## src/rtl/alarm_snooze_ctrl_pkg.sv

```systemverilog
// Shared definitions for the alarm snooze controller.
//   state_e            : controller state encoding (IDLE / RINGING / SNOOZE)
//   DEF_SNOOZE_SEC     : default snooze interval in seconds
//   DEF_RING_TIMEOUT   : default unattended ring time in seconds before auto-off
//   DEF_MAX_SNOOZE     : default number of snoozes allowed per alarm event
package alarm_snooze_ctrl_pkg;

  typedef enum logic [1:0] {
    ST_IDLE    = 2'd0,
    ST_RINGING = 2'd1,
    ST_SNOOZE  = 2'd2
  } state_e;

  localparam int DEF_SNOOZE_SEC   = 300;
  localparam int DEF_RING_TIMEOUT = 60;
  localparam int DEF_MAX_SNOOZE   = 3;

endpackage

```

## src/rtl/alarm_sec_timer.sv

```systemverilog
// Second counter shared by the ring timeout and the snooze interval.
// Counts up while ringing and down while snoozing; saturates at both ends.
// Ports:
//   clock, reset   : system clock, asynchronous active-high reset
//   clear          : force count to 0 (highest priority)
//   load, load_val : load a start value
//   count_up       : increment (saturating at all-ones)
//   count_down     : decrement (saturating at zero)
//   ring_done      : count is one below RING_TERM, so the next up-tick ends the ring
//   snooze_done    : count is 1, so the next down-tick ends the snooze
module alarm_sec_timer #(
  parameter int W         = 9,
  parameter int RING_TERM = 60
) (
  input  logic         clock,
  input  logic         reset,
  input  logic         clear,
  input  logic         load,
  input  logic [W-1:0] load_val,
  input  logic         count_up,
  input  logic         count_down,
  output logic         ring_done,
  output logic         snooze_done
);

  localparam logic [W-1:0] RING_LAST = W'(RING_TERM - 1);
  localparam logic [W-1:0] CNT_MAX   = {W{1'b1}};

  logic [W-1:0] count;

  // NOTE: sequential state is written with non-blocking assignments so every
  // register samples the pre-edge values, independent of block ordering.
  always_ff @(posedge clock or posedge reset) begin
    if (reset) begin
      count <= '0;
    end else if (clear) begin
      count <= '0;
    end else if (load) begin
      count <= load_val;
    end else if (count_up) begin
      if (count != CNT_MAX) count <= count + W'(1);
    end else if (count_down) begin
      if (count != '0) count <= count - W'(1);
    end
  end

  assign ring_done   = (count == RING_LAST);
  assign snooze_done = (count == W'(1));

endmodule

```

## src/rtl/alarm_snooze_ctrl.sv

```systemverilog
// Alarm ringer controller: rings on a rising alarm-time match, supports a
// limited number of snoozes, and auto-stops after an unattended ring timeout.
// Ports:
//   clock, reset : system clock, asynchronous active-high reset
//   tick_1s      : one-clock pulse per second
//   match        : level, current time equals alarm time
//   alarm_en     : alarm armed; low forces IDLE
//   stop_alarm   : level, user stop request
//   snooze_req   : level, user snooze request
//   alarm        : ringer drive (state RINGING)
//   snoozing     : high in state SNOOZE
//   snooze_cnt   : snoozes used in the current alarm event
//   missed       : one-clock pulse when the ring times out
module alarm_snooze_ctrl
  import alarm_snooze_ctrl_pkg::*;
#(
  parameter int SNOOZE_SEC       = DEF_SNOOZE_SEC,
  parameter int RING_TIMEOUT_SEC = DEF_RING_TIMEOUT,
  parameter int MAX_SNOOZE       = DEF_MAX_SNOOZE,
  localparam int SCW = $clog2(MAX_SNOOZE + 1)
) (
  input  logic           clock,
  input  logic           reset,
  input  logic           tick_1s,
  input  logic           match,
  input  logic           alarm_en,
  input  logic           stop_alarm,
  input  logic           snooze_req,
  output logic           alarm,
  output logic           snoozing,
  output logic [SCW-1:0] snooze_cnt,
  output logic           missed
);

  localparam int CW = $clog2(((SNOOZE_SEC > RING_TIMEOUT_SEC) ? SNOOZE_SEC
                                                              : RING_TIMEOUT_SEC) + 1);

  state_e         state, state_d;
  logic [SCW-1:0] snooze_cnt_d;
  logic           missed_d;
  logic           match_q;
  logic           primed;
  logic           trigger;
  logic           t_clear, t_load, t_up, t_down;
  logic           ring_done, snooze_done;

  // primed stays low for the first edge after reset so match_q holds a real
  // sample before any edge detection; a match level held through reset
  // therefore cannot look like a fresh 0->1 edge.
  assign trigger = primed & match & ~match_q & alarm_en;

  // NOTE: every combinational output gets a default before the case so no
  // path leaves it unassigned, which would infer a latch.
  always_comb begin
    state_d      = state;
    snooze_cnt_d = snooze_cnt;
    missed_d     = 1'b0;
    t_clear      = 1'b0;
    t_load       = 1'b0;
    t_up         = 1'b0;
    t_down       = 1'b0;

    if (!alarm_en) begin
      state_d = ST_IDLE;
    end else begin
      case (state)
        ST_IDLE: begin
          if (trigger) begin
            state_d      = ST_RINGING;
            snooze_cnt_d = '0;
            t_clear      = 1'b1;
          end
        end
        ST_RINGING: begin
          if (stop_alarm) begin
            state_d = ST_IDLE;
          end else if (snooze_req && (snooze_cnt < SCW'(MAX_SNOOZE))) begin
            // An accepted snooze beats a simultaneous timeout tick.
            state_d      = ST_SNOOZE;
            snooze_cnt_d = snooze_cnt + SCW'(1);
            t_load       = 1'b1;
          end else if (tick_1s) begin
            if (ring_done) begin
              state_d  = ST_IDLE;
              missed_d = 1'b1;
            end else begin
              t_up = 1'b1;
            end
          end
        end
        ST_SNOOZE: begin
          if (stop_alarm) begin
            state_d = ST_IDLE;
          end else if (tick_1s) begin
            if (snooze_done) begin
              state_d = ST_RINGING;
              t_clear = 1'b1;
            end else begin
              t_down = 1'b1;
            end
          end
        end
        default: state_d = ST_IDLE;
      endcase
    end
  end

  always_ff @(posedge clock or posedge reset) begin
    if (reset) begin
      state      <= ST_IDLE;
      snooze_cnt <= '0;
      missed     <= 1'b0;
      match_q    <= 1'b0;
      primed     <= 1'b0;
    end else begin
      state      <= state_d;
      snooze_cnt <= snooze_cnt_d;
      missed     <= missed_d;
      match_q    <= match;
      primed     <= 1'b1;
    end
  end

  assign alarm    = (state == ST_RINGING);
  assign snoozing = (state == ST_SNOOZE);

  alarm_sec_timer #(
    .W         (CW),
    .RING_TERM (RING_TIMEOUT_SEC)
  ) u_sec_timer (
    .clock       (clock),
    .reset       (reset),
    .clear       (t_clear),
    .load        (t_load),
    .load_val    (CW'(SNOOZE_SEC)),
    .count_up    (t_up),
    .count_down  (t_down),
    .ring_done   (ring_done),
    .snooze_done (snooze_done)
  );

endmodule

```

## config.mk

```make
export PLATFORM = sky130hd
export DESIGN_NAME = alarm_snooze_ctrl
export DESIGN_NICKNAME = d
export VERILOG_FILES = /design/src/rtl/alarm_snooze_ctrl_pkg.sv /design/src/rtl/alarm_sec_timer.sv /design/src/rtl/alarm_snooze_ctrl.sv
export SDC_FILE = /design/constraint.sdc
export NUM_CORES = 1
export LEC_CHECK = 0
export BUFFER_PORTS_ARGS = -buffer_cell sky130_fd_sc_hd__buf_2
export CORE_MARGIN = 5
export CORE_UTILIZATION = 45
export CTS_BUF_LIST = sky130_fd_sc_hd__clkbuf_16
export DETAILED_ROUTE_END_ITERATION = 16
export MAX_ROUTING_LAYER = met4
export PLACE_DENSITY = 0.71
export REMOVE_ABC_BUFFERS = 1
export SYNTH_ARGS = -nofsm -noshare
export SYNTH_HDL_FRONTEND = slang
export SYNTH_SLANG_ARGS = --single-unit
```

## constraint.sdc

```tcl
create_clock -name clock -period 3 [get_ports clock]
set_input_delay 0.3 -clock clock [delete_from_list [all_inputs] [get_ports clock]]
set_output_delay 0.3 -clock clock [all_outputs]
set_load 0.01 [all_outputs]
```

# --- After elaboration in Yosys (flattened, before gate mapping) ---
# Cells that the tools add are included.
word_totals:
  ff_bits: 16
  input_bits: 7
  output_inout_bits: 5
  elab_cells: 84
op_classes:
  n_addsub: 3
  magnitude_cmp: 1
  eq_ne: 14
  mux: 47
  n_bitwise: 4
  n_reduce_logical: 9
ops:
  columns: ["op", "n"]
  rows:
  - ["two-way mux 9 bit", 6]
  - ["two-way mux 1 bit", 26]
  - ["two-way mux 2 bit", 12]
  - ["AND reduction 5 bit", 2]
  - ["adder 9 x 1 -> 9 bit (second input constant)", 1]
  - ["equality test 9 x 1 -> 1 bit (second input constant)", 1]
  - ["equality test 9 x 6 -> 1 bit (second input constant)", 1]
  - ["inequality test 9 bit (second input constant)", 1]
  - ["nonzero test 9 bit", 1]
  - ["subtractor 9 x 1 -> 9 bit (second input constant)", 1]
  - ["inequality test 4 x 3 -> 1 bit (second input constant)", 2]
  - ["nonzero test 4 bit", 2]
  - ["one-hot mux 2 bit (3 select lines)", 1]
  - ["inequality test 5 x 3 -> 1 bit (second input constant)", 1]
  - ["inequality test 5 x 4 -> 1 bit (second input constant)", 1]
  - ["inequality test 2 bit (second input constant)", 2]
  - ["inequality test 4 bit (second input constant)", 1]
  - ["one-hot mux 2 bit (2 select lines)", 1]
  - ["bitwise AND 1 bit", 3]
  - ["inequality test 3 bit (second input constant)", 1]
  - ["AND reduction 3 bit", 1]
  - ["adder 2 x 1 -> 2 bit (second input constant)", 1]
  - ["equality test 2 x 1 -> 1 bit (second input constant)", 1]
  - ["equality test 2 bit (second input constant)", 1]
  - ["7 further kinds", 7]

# --- Depth between registers and ports, before layout ---
# Gate-level depths: netlist of the first run.
logic_depth:
  depth_word: 10
  depth_mapped: 9
  ltp_nobuf: 9

# --- Hierarchy ---
# From an unflattened synthesis of the first run, not the netlist that was laid out.
unflattened:
  cells_unflattened: 146
  area_unflattened_um2: 1268.7
modules_own_cells:
  columns: ["module", "instances", "cells_per_inst", "area_each_um2", "seq_area_each_um2"]
  rows:
  - ["alarm_sec_timer", 1, 106, 877.1, 225.2]
  - ["alarm_snooze_ctrl", 1, 40, 391.6, 175.2]

# --- Least setup slack after synthesis of the first run ---
# No wires, ideal clock.
synth_path:
  path_kind: "register to register"
  start: "register u_sec_timer.count[0]"
  end: "register u_sec_timer.count[3]"
  setup_ns: 0.121
  arrival_ns: 1.948
  required_ns: 2.879
  path_slack_ns: 0.931
  stages_incl_launch_ff: 10
  path_buffers: 0
  period_less_slack_ns: 2.069
  cell_sequence: "dfrtp_1 > ha_1 > nand4_1 > or2_2 > nor2_1 > ha_1 > and2_1 > a311oi_2 > a21o_1 > a22o_1"
synth_between:
  elab_chain_len: 10
  word_cells_on_any_way: 32
  cone_classes: "2 x add/sub; 4 x eq/ne; 22 x mux; 4 x reduce/logical"
synth_lines:
  columns: ["item", "line_no", "text"]
  rows:
  - ["start: declaration", "alarm_sec_timer.sv:29", "logic [W-1:0] count;"]
  - ["start signal: assignment", "alarm_sec_timer.sv:39", "count <= load_val;"]
  - ["start signal: assignment", "alarm_sec_timer.sv:41", "if (count != CNT_MAX) count <= count + W'(1);"]
  - ["start signal: assignment", "alarm_sec_timer.sv:43", "if (count != '0) count <= count - W'(1);"]
  - ["equality test 9 x 6 -> 1 bit", "alarm_sec_timer.sv:47", "assign ring_done = (count == RING_LAST);"]
  - ["two-way mux 1 bit", "alarm_snooze_ctrl.sv:83", "if (ring_done) begin"]
  - ["two-way mux 1 bit", "alarm_snooze_ctrl.sv:82", "end else if (tick_1s) begin"]
  - ["two-way mux 1 bit", "alarm_snooze_ctrl.sv:77", "end else if (snooze_req && (snooze_cnt < SCW'(MAX_SNOOZE))) begin"]
  - ["two-way mux 1 bit", "alarm_snooze_ctrl.sv:75", "if (stop_alarm) begin"]
  - ["two-way mux 1 bit", "alarm_snooze_ctrl.sv:66", "case (state)"]
  - ["two-way mux 1 bit", "alarm_snooze_ctrl.sv:63", "if (!alarm_en) begin"]
  - ["two-way mux 9 bit", "alarm_sec_timer.sv:40", "end else if (count_up) begin"]
  - ["two-way mux 9 bit", "alarm_sec_timer.sv:38", "end else if (load) begin"]
  - ["two-way mux 9 bit", "alarm_sec_timer.sv:36", "end else if (clear) begin"]
# Parallel ways exist; a longest one is shown, timed or not. The select of a mux whose other input is x is not followed.
# A chain may end at the register's enable or synchronous reset.

# --- Worst setup path after layout of the first run ---
layout_path:
  start: "register u_sec_timer.count[6]"
  end: "register u_sec_timer.count[5]"
# The elaborated chain is that of the path after synthesis.

==> results.md, run 1 <==
### Job
* count of max-cap constraint violations: 0

### Route
* total DRC errors in the routed layout: 0
* Initial DRC Count: 64
* DR pass1 iterations: 4
* vias after detailed routing: 1,056
* Final ANT Viol Nets: 0
* total length of routed wires: 2.61 mm
* per-cell routed wire length: 15.1 um
* detail-routed via count per cell: 6.10

### Worst setup path
* type of destination of the critical path: register
* kind of critical path: reg2reg
* Worst setup SP type: register
* register-to-register path setup slack: 550 ps
* Critical Path AT: 2600 ps
* critical path, cell by cell: nor4_2 > nor4b_1 > nor2_1 > o31ai_4 > nor3_2 > a221oi_2
* largest driver fanout on the critical path: 7
* data required time of the critical path: 3140 ps
* library cell contributing the largest single delay on the critical path: nor4b_1
* highest cell delay on the worst timing path: 510 ps

### Die
* starting density of the core: 0.470
* number of top-level design ports: 12
* Die W: 61.1 um
* Die Outline Area: 3740 um2
* Site Rows: 18
* CORE AREA: 2500 um2
* die height: 61.1 um

### Layout
* net total in the final layout: 158
* area growth from synthesis to final layout: 12.4%
* count of antenna diodes in the layout: 0
* proportion of layout cells with a drive suffix above 1: 0.182

### Timing
* Max Freq: 407 MHz
* Tightest Pin Transition: 625 ps
* setup TNS: 0 ps
* final period utilization: 0.818
* RSZ-0062 raised after global routing: false
* number of hold violations in the final report: 0
* final slew viol count: 0
* headroom to the max-slew limit: 0.583
* Fin Clk Skew: 1.83 ps
* total setup violations reported at the end of the flow: 0
* final critical delay including setup and external delays: 2450 ps

### Clock tree
* hold buffer count at CTS: 0
* Max H-tree Level: 1
* clock tree from TritonCTS: yes
* number of buffers created by CTS: 3
* clock root buffer: clkbuf_16
* count of cells resized by post-cts repair: 0
* clock transition at the registers of the reported paths: 50 ps
* CTS Buffer Depth: 2
* number of buffers inserted to repair setup after CTS: 0
* TritonCTS Sinks: 16
* clock latency at the later pin of the worst-skew pair: 240 ps

### Placed design
* port bufs: 11
* total half-perimeter wirelength after legalization and detailed placement: 2.04 mm
* global placer's final weighted congestion: 0.906

### Logic synthesis
* largest cells by area after synthesis: dfrtp_1, ha_1, nor2_1
* share of synthesized flip-flops with an asynchronous set or reset: 1.00
* flop and latch count out of synthesis: 16
* cell type with the highest aggregate area in the netlist: dfrtp_1
* gate count of the mapped netlist: 132
* count of distinct cell types in the synthesized netlist: 44
* Synth Warn #: 0
* portion of the post-synthesis area used by sequential elements: 0.340
* commonest register cell after synthesis: dfrtp_1
* portion of synthesized cell area occupied by the leading cell type: 0.340
* post-synthesis average cell area: 8.91 um2
* combined area of all synthesized cells: 1180 um2
* number of flops mapped to enable cells by yosys: 0

### Run status
* run status: finished, final reports clean

### GRT
* GR Overflow Total: 0
* Total GRT Usage: 0.169
* largest net degree at the start of global routing: 17
* via count of the first global-routing pass: 991
* antenna violations before repair: 0
* global-route wire length before repair: 4.53 mm

### Power and ir drop
* highest ir drop seen on vdd: 0.373 mV
* PD cells: 535 nW/um2
* static leakage: 0.603 nW
* post-layout total power: 0.000708 W

### Worst hold path
* Min-Delay Path Class: in2async

registers in the layout, summed over array words and instances (netlist names):
| register | count |
|---|---|
| u_sec_timer.count | 9 |
| primed | 1 |
| match_q | 1 |
| state | 2 |
| snooze_cnt | 2 |
| missed | 1 |
Yosys cell counts (all sizes together), types with 2 or more instances:
cell    instances
a22o            4
xnor2           2
o211ai          2
nor2b           2
nor4            3
o21ai           9
nand4           3
inv             7
nand4b          3
dfrtp          16
a21oi           3
ha              6
nor2           17
a21o            3
nand2           9
nand3           5
nand2b          3
nor4b           2
nor3            7
buf             3
or2             3
xor2            3
worst max-delay path, delay by kind of cell (launching register included):
| family | cells | cell delay, ps |
|---|---|---|
| AO/OA/AOI/OAI | 2 | 730 |
| flip-flops | 1 | 450 |
| AND/OR/NAND/NOR | 4 | 1180 |
final timing paths:
kind / endpoint / from / cells after the start
max: u_sec_timer.count[5] / u_sec_timer.count[6] / 6
min: u_sec_timer.count[0] / reset / 2
max reg2reg: u_sec_timer.count[5] / u_sec_timer.count[6] / 6
min reg2reg: snooze_cnt[1] / snooze_cnt[1] / 2
max in group asynchronous: snooze_cnt[1] / reset / 2
min in group clock: match_q / match / 1
cell type report:
type / count / area (um2)
Tap cell: 30 / 37.5
Multi-Input combinational cell: 106 / 728
Timing Repair Buffer: 11 / 55.1
Fill cell: 247 / 1180
Inverter: 7 / 26.3
Sequential cell: 16 / 400
Clock buffer: 3 / 75.1
kinds of logic after synthesis:
logic type / share of synthesized area
simple gates: 0.294
fa+ha+maj: 0.0638
flops: 0.340
buf+inv: 0.0404
xor+xnor: 0.0372
compound gates: 0.213
other cells: 0.00319
mux: 0.00851
per-layer routing:
metal  vias to the layer above  track usage  share of wire  wire length, um
met3                         4       0.0189          0.054              141
met4                         0       0.0650          0.011               29
met5                         -            -              0                0
met2                        32        0.281           0.48             1250
li1                        510            -              -                -
met1                       510        0.211           0.45             1180
cells in the final DEF (no fill, tap or decap), types with 2 or more instances in the layout:
cell type and n:
nand3_1 5, xnor2_1 2, o21ai_0 8, a22o_1 4
nand4_1 3, a21o_1 3, clkbuf_16 3, buf_2 11
nor2b_1 2, dfrtp_1 16, o211ai_1 2, inv_1 7
nor4b_1 2, nor3_1 6, ha_1 6, nand4b_1 3
nand2_1 8, nand2b_1 3, xor2_1 3, nor4_1 2
or2_2 3, a21oi_1 3, nor2_1 17
metrics by stage:
step / instance area [um2] / cells / setup slack, ps / hold slack (ps) / utilization
after CTS: 1320 / 173 / 559 / 154 / 0.529
after detailed placement: 1250 / 170 / 567 / 417 / 0.499
final: 1320 / 173 / 545 / 128 / 0.529
after floorplan: 1150 / 129 / 798 / 214 / -
after global routing: 1320 / 173 / 247 / 185 / 0.529
after global placement: 1250 / 170 / 610 / 406 / 0.499
power breakdown:
| group | total [W] | switching [W] | internal, W |
|---|---|---|---|
| Combinational | 0.000180 | 0.000100 | 0.0000792 |
| Sequential | 0.000277 | 0.0000391 | 0.000238 |
| Clock | 0.000251 | 0.0000765 | 0.000174 |
| Total | 0.000708 | 0.000216 | 0.000492 |
No activity file was read; power rests on OpenSTA's default activity.
==> inputs of run 2 (changes only) <==
Clock period 3 ns to 2.3 ns, I/O delays scaled along.
==> run 2 against run 1 <==
- sequential share of layout area shrank 3.4 points
- critical path depth increased by 1
- die area unchanged
- via count increased by 7.0%
- first-iteration DRC count is 30% lower
- maximum frequency up 10%
- non-clock buffer count grew 19
- power grew 41%
- sequential cell count is the same
- cell area increased by 13%
- global-route usage up 1.2 points
- critical path type unchanged
- critical endpoint is now u_sec_timer.count[3]
==> results.md, run 2 (synthesis gave the netlist of run 1 again) <==
### Clock tree
* clock root buffer: clkbuf_16
* clock latency at the later pin of the worst-skew pair: 250 ps
* clock tree from TritonCTS: yes
* hold buffer count at CTS: 0
* CTS Buffer Depth: 2
* Max H-tree Level: 1
* clock transition at the registers of the reported paths: 50 ps
* number of buffers created by CTS: 3
* TritonCTS Sinks: 16

### Worst setup path
* data required time of the critical path: 2430 ps
* critical path buffer and inverter count: 1
* critical path, cell by cell: or4_4 > o2111a_2 > buf_4 > nor4_1 > a21oi_1 > a21o_1 > a22o_1
* type of destination of the critical path: register
* category of cells accounting for the largest share of critical-path delay: compound AO/OA/AOI/OAI gates
* largest driver fanout on the critical path: 6
* kind of critical path: reg2reg
* Worst setup SP type: register
* library cell contributing the largest single delay on the critical path: or4_4
* Critical Path AT: 2360 ps
* highest cell delay on the worst timing path: 580 ps

### Layout
* sequential cell area in the final layout: 403 um2
* multi-input logic area: 754 um2
* net total in the final layout: 177
* area growth from synthesis to final layout: 27.3%
* final non-filler cell total: 193
* proportion of layout cells with a drive suffix above 1: 0.301
* biggest regs: u_sec_timer.count x9, snooze_cnt x2, state x2
* most common cell after layout, fill and taps aside: buf_4
* most flop-heavy register: u_sec_timer.count
* Util after Layout: 0.599
* leading cell types in the layout, fill and taps excluded: buf_4, nor2_1, dfrtp_1, buf_2
* max reg flops: 9
* fill cell instance count of the final layout: 227
* count of antenna diodes in the layout: 0

### GRT
* largest net degree at the start of global routing: 17
* Total GRT Usage: 0.182
* GR Overflow Total: 0
* via count of the first global-routing pass: 1,088
* global-route wire length before repair: 4.92 mm
* antenna violations before repair: 0

### Timing
* RSZ-0062 raised after global routing: true
* final slew viol count: 0
* headroom to the max-slew limit: 0.578
* number of hold violations in the final report: 0
* total setup violations reported at the end of the flow: 0
* setup TNS: 0 ps
* final critical delay including setup and external delays: 2230 ps
* Fin Clk Skew: 1.84 ps
* final period utilization: 0.970
* Max Freq: 448 MHz
* smallest setup slack after layout: 69.5 ps
* Tightest Pin Transition: 633 ps

### Power and ir drop
* sequential group share of total power: 0.353
* Switch Pwr: 0.000311 W
* highest ir drop seen on vdd: 0.433 mV
* static leakage: 0.698 nW
* cell internal power dissipation: 0.000686 W
* proportion of power drawn by combinational gates: 0.305
* Sw Share: 0.312
* PD cells: 666 nW/um2
* Clock power frac: 0.341

### Route
* detail-routed via count per cell: 5.85
* per-cell routed wire length: 15.4 um
* Initial DRC Count: 45
* total length of routed wires: 2.98 mm
* Final ANT Viol Nets: 0
* vias after detailed routing: 1,130
* DR pass1 iterations: 4
* total DRC errors in the routed layout: 0

### Placed design
* worst setup slack before clock tree synthesis: -0.166 ps
* placed instance count: 184
* port bufs: 11
* total half-perimeter wirelength after legalization and detailed placement: 2.26 mm
* global placer's final weighted congestion: 0.939

### Die
* Site Rows: 18
* number of top-level design ports: 12
* Die Outline Area: 3740 um2
* die height: 61.1 um
* CORE AREA: 2500 um2
* starting density of the core: 0.470
* Die W: 61.1 um

### Worst hold path
* Min-Delay Path Class: in2async

### Run status
* run status: finished, final reports clean

### Job
* count of max-cap constraint violations: 0

==> run 2: changes by cell type in the layout (fill, tap and decap cells not counted), sizes merged <==
cell | previous run | this run
clkinv | 0 | 1
buf | 11 | 30
==> run 2: per-stage QoR <==
step | hold slack (ps) | total power [W] | area [um2]
3_5_place_dp | 351 | 0.000638 | 1350
3_3_place_gp | 329 | 0.000628 | 1350
5_1_grt | 107 | 0.00106 | 1500
6_report | 60.0 | 0.000998 | 1500
4_1_cts | 91.2 | 0.000987 | 1440
2_1_floorplan | 144 | 0.000532 | 1150
==> run 2: worst paths after layout <==
kind | endpoint | slack, ps | start | cells past startpoint
max in group asynchronous | u_sec_timer.count[0] | 1800 | reset | 2
min in group clock | match_q | 110 | match | 1
max | u_sec_timer.count[3] | 70 | u_sec_timer.count[6] | 7
min | u_sec_timer.count[3] | 60 | reset | 2
max reg2reg | u_sec_timer.count[3] | 70 | u_sec_timer.count[6] | 7
min reg2reg | snooze_cnt[1] | 520 | snooze_cnt[1] | 2
==> run 2: timing repair <==
action / CTS / global route
hold endpoints to repair: 0 / 0
endpoints found under the setup margin: 1 / 6
buffers inserted: 0 / 5
pin swaps: 0 / 4
gates resized for setup: 2 / 4
==> run 2: metal layers <==
metal	global-route usage	up-vias	part of all wire
met3	0.0273	11	0.043
met2	0.301	30	0.49
met5	-	-	0
met4	0.0805	0	0.028
met1	0.217	538	0.44
li1	-	551	-
==> run 2: power by group through the flow <==
| stage | sequential [W] | combinational [W] | clock [W] |
|---|---|---|---|
| 3_5_place_dp | 0.000356 | 0.000281 | 0 |
| 4_1_cts | 0.000353 | 0.000287 | 0.000347 |
| 2_1_floorplan | 0.000354 | 0.000178 | 0 |
| 6_report | 0.000353 | 0.000305 | 0.000340 |
| 5_1_grt | 0.000356 | 0.000339 | 0.000360 |
| 3_3_place_gp | 0.000353 | 0.000274 | 0 |
==> run 2: layout make-up <==
| class | instances | area share |
|---|---|---|
| clock buffer | 3 | 0.0501 |
| clock inverter | 1 | 0.00251 |
| inverter | 7 | 0.0175 |
| multi-input combinational | 106 | 0.504 |
| sequential | 16 | 0.269 |
| tap | 30 | 0.0251 |
| timing repair buffer | 30 | 0.132 |
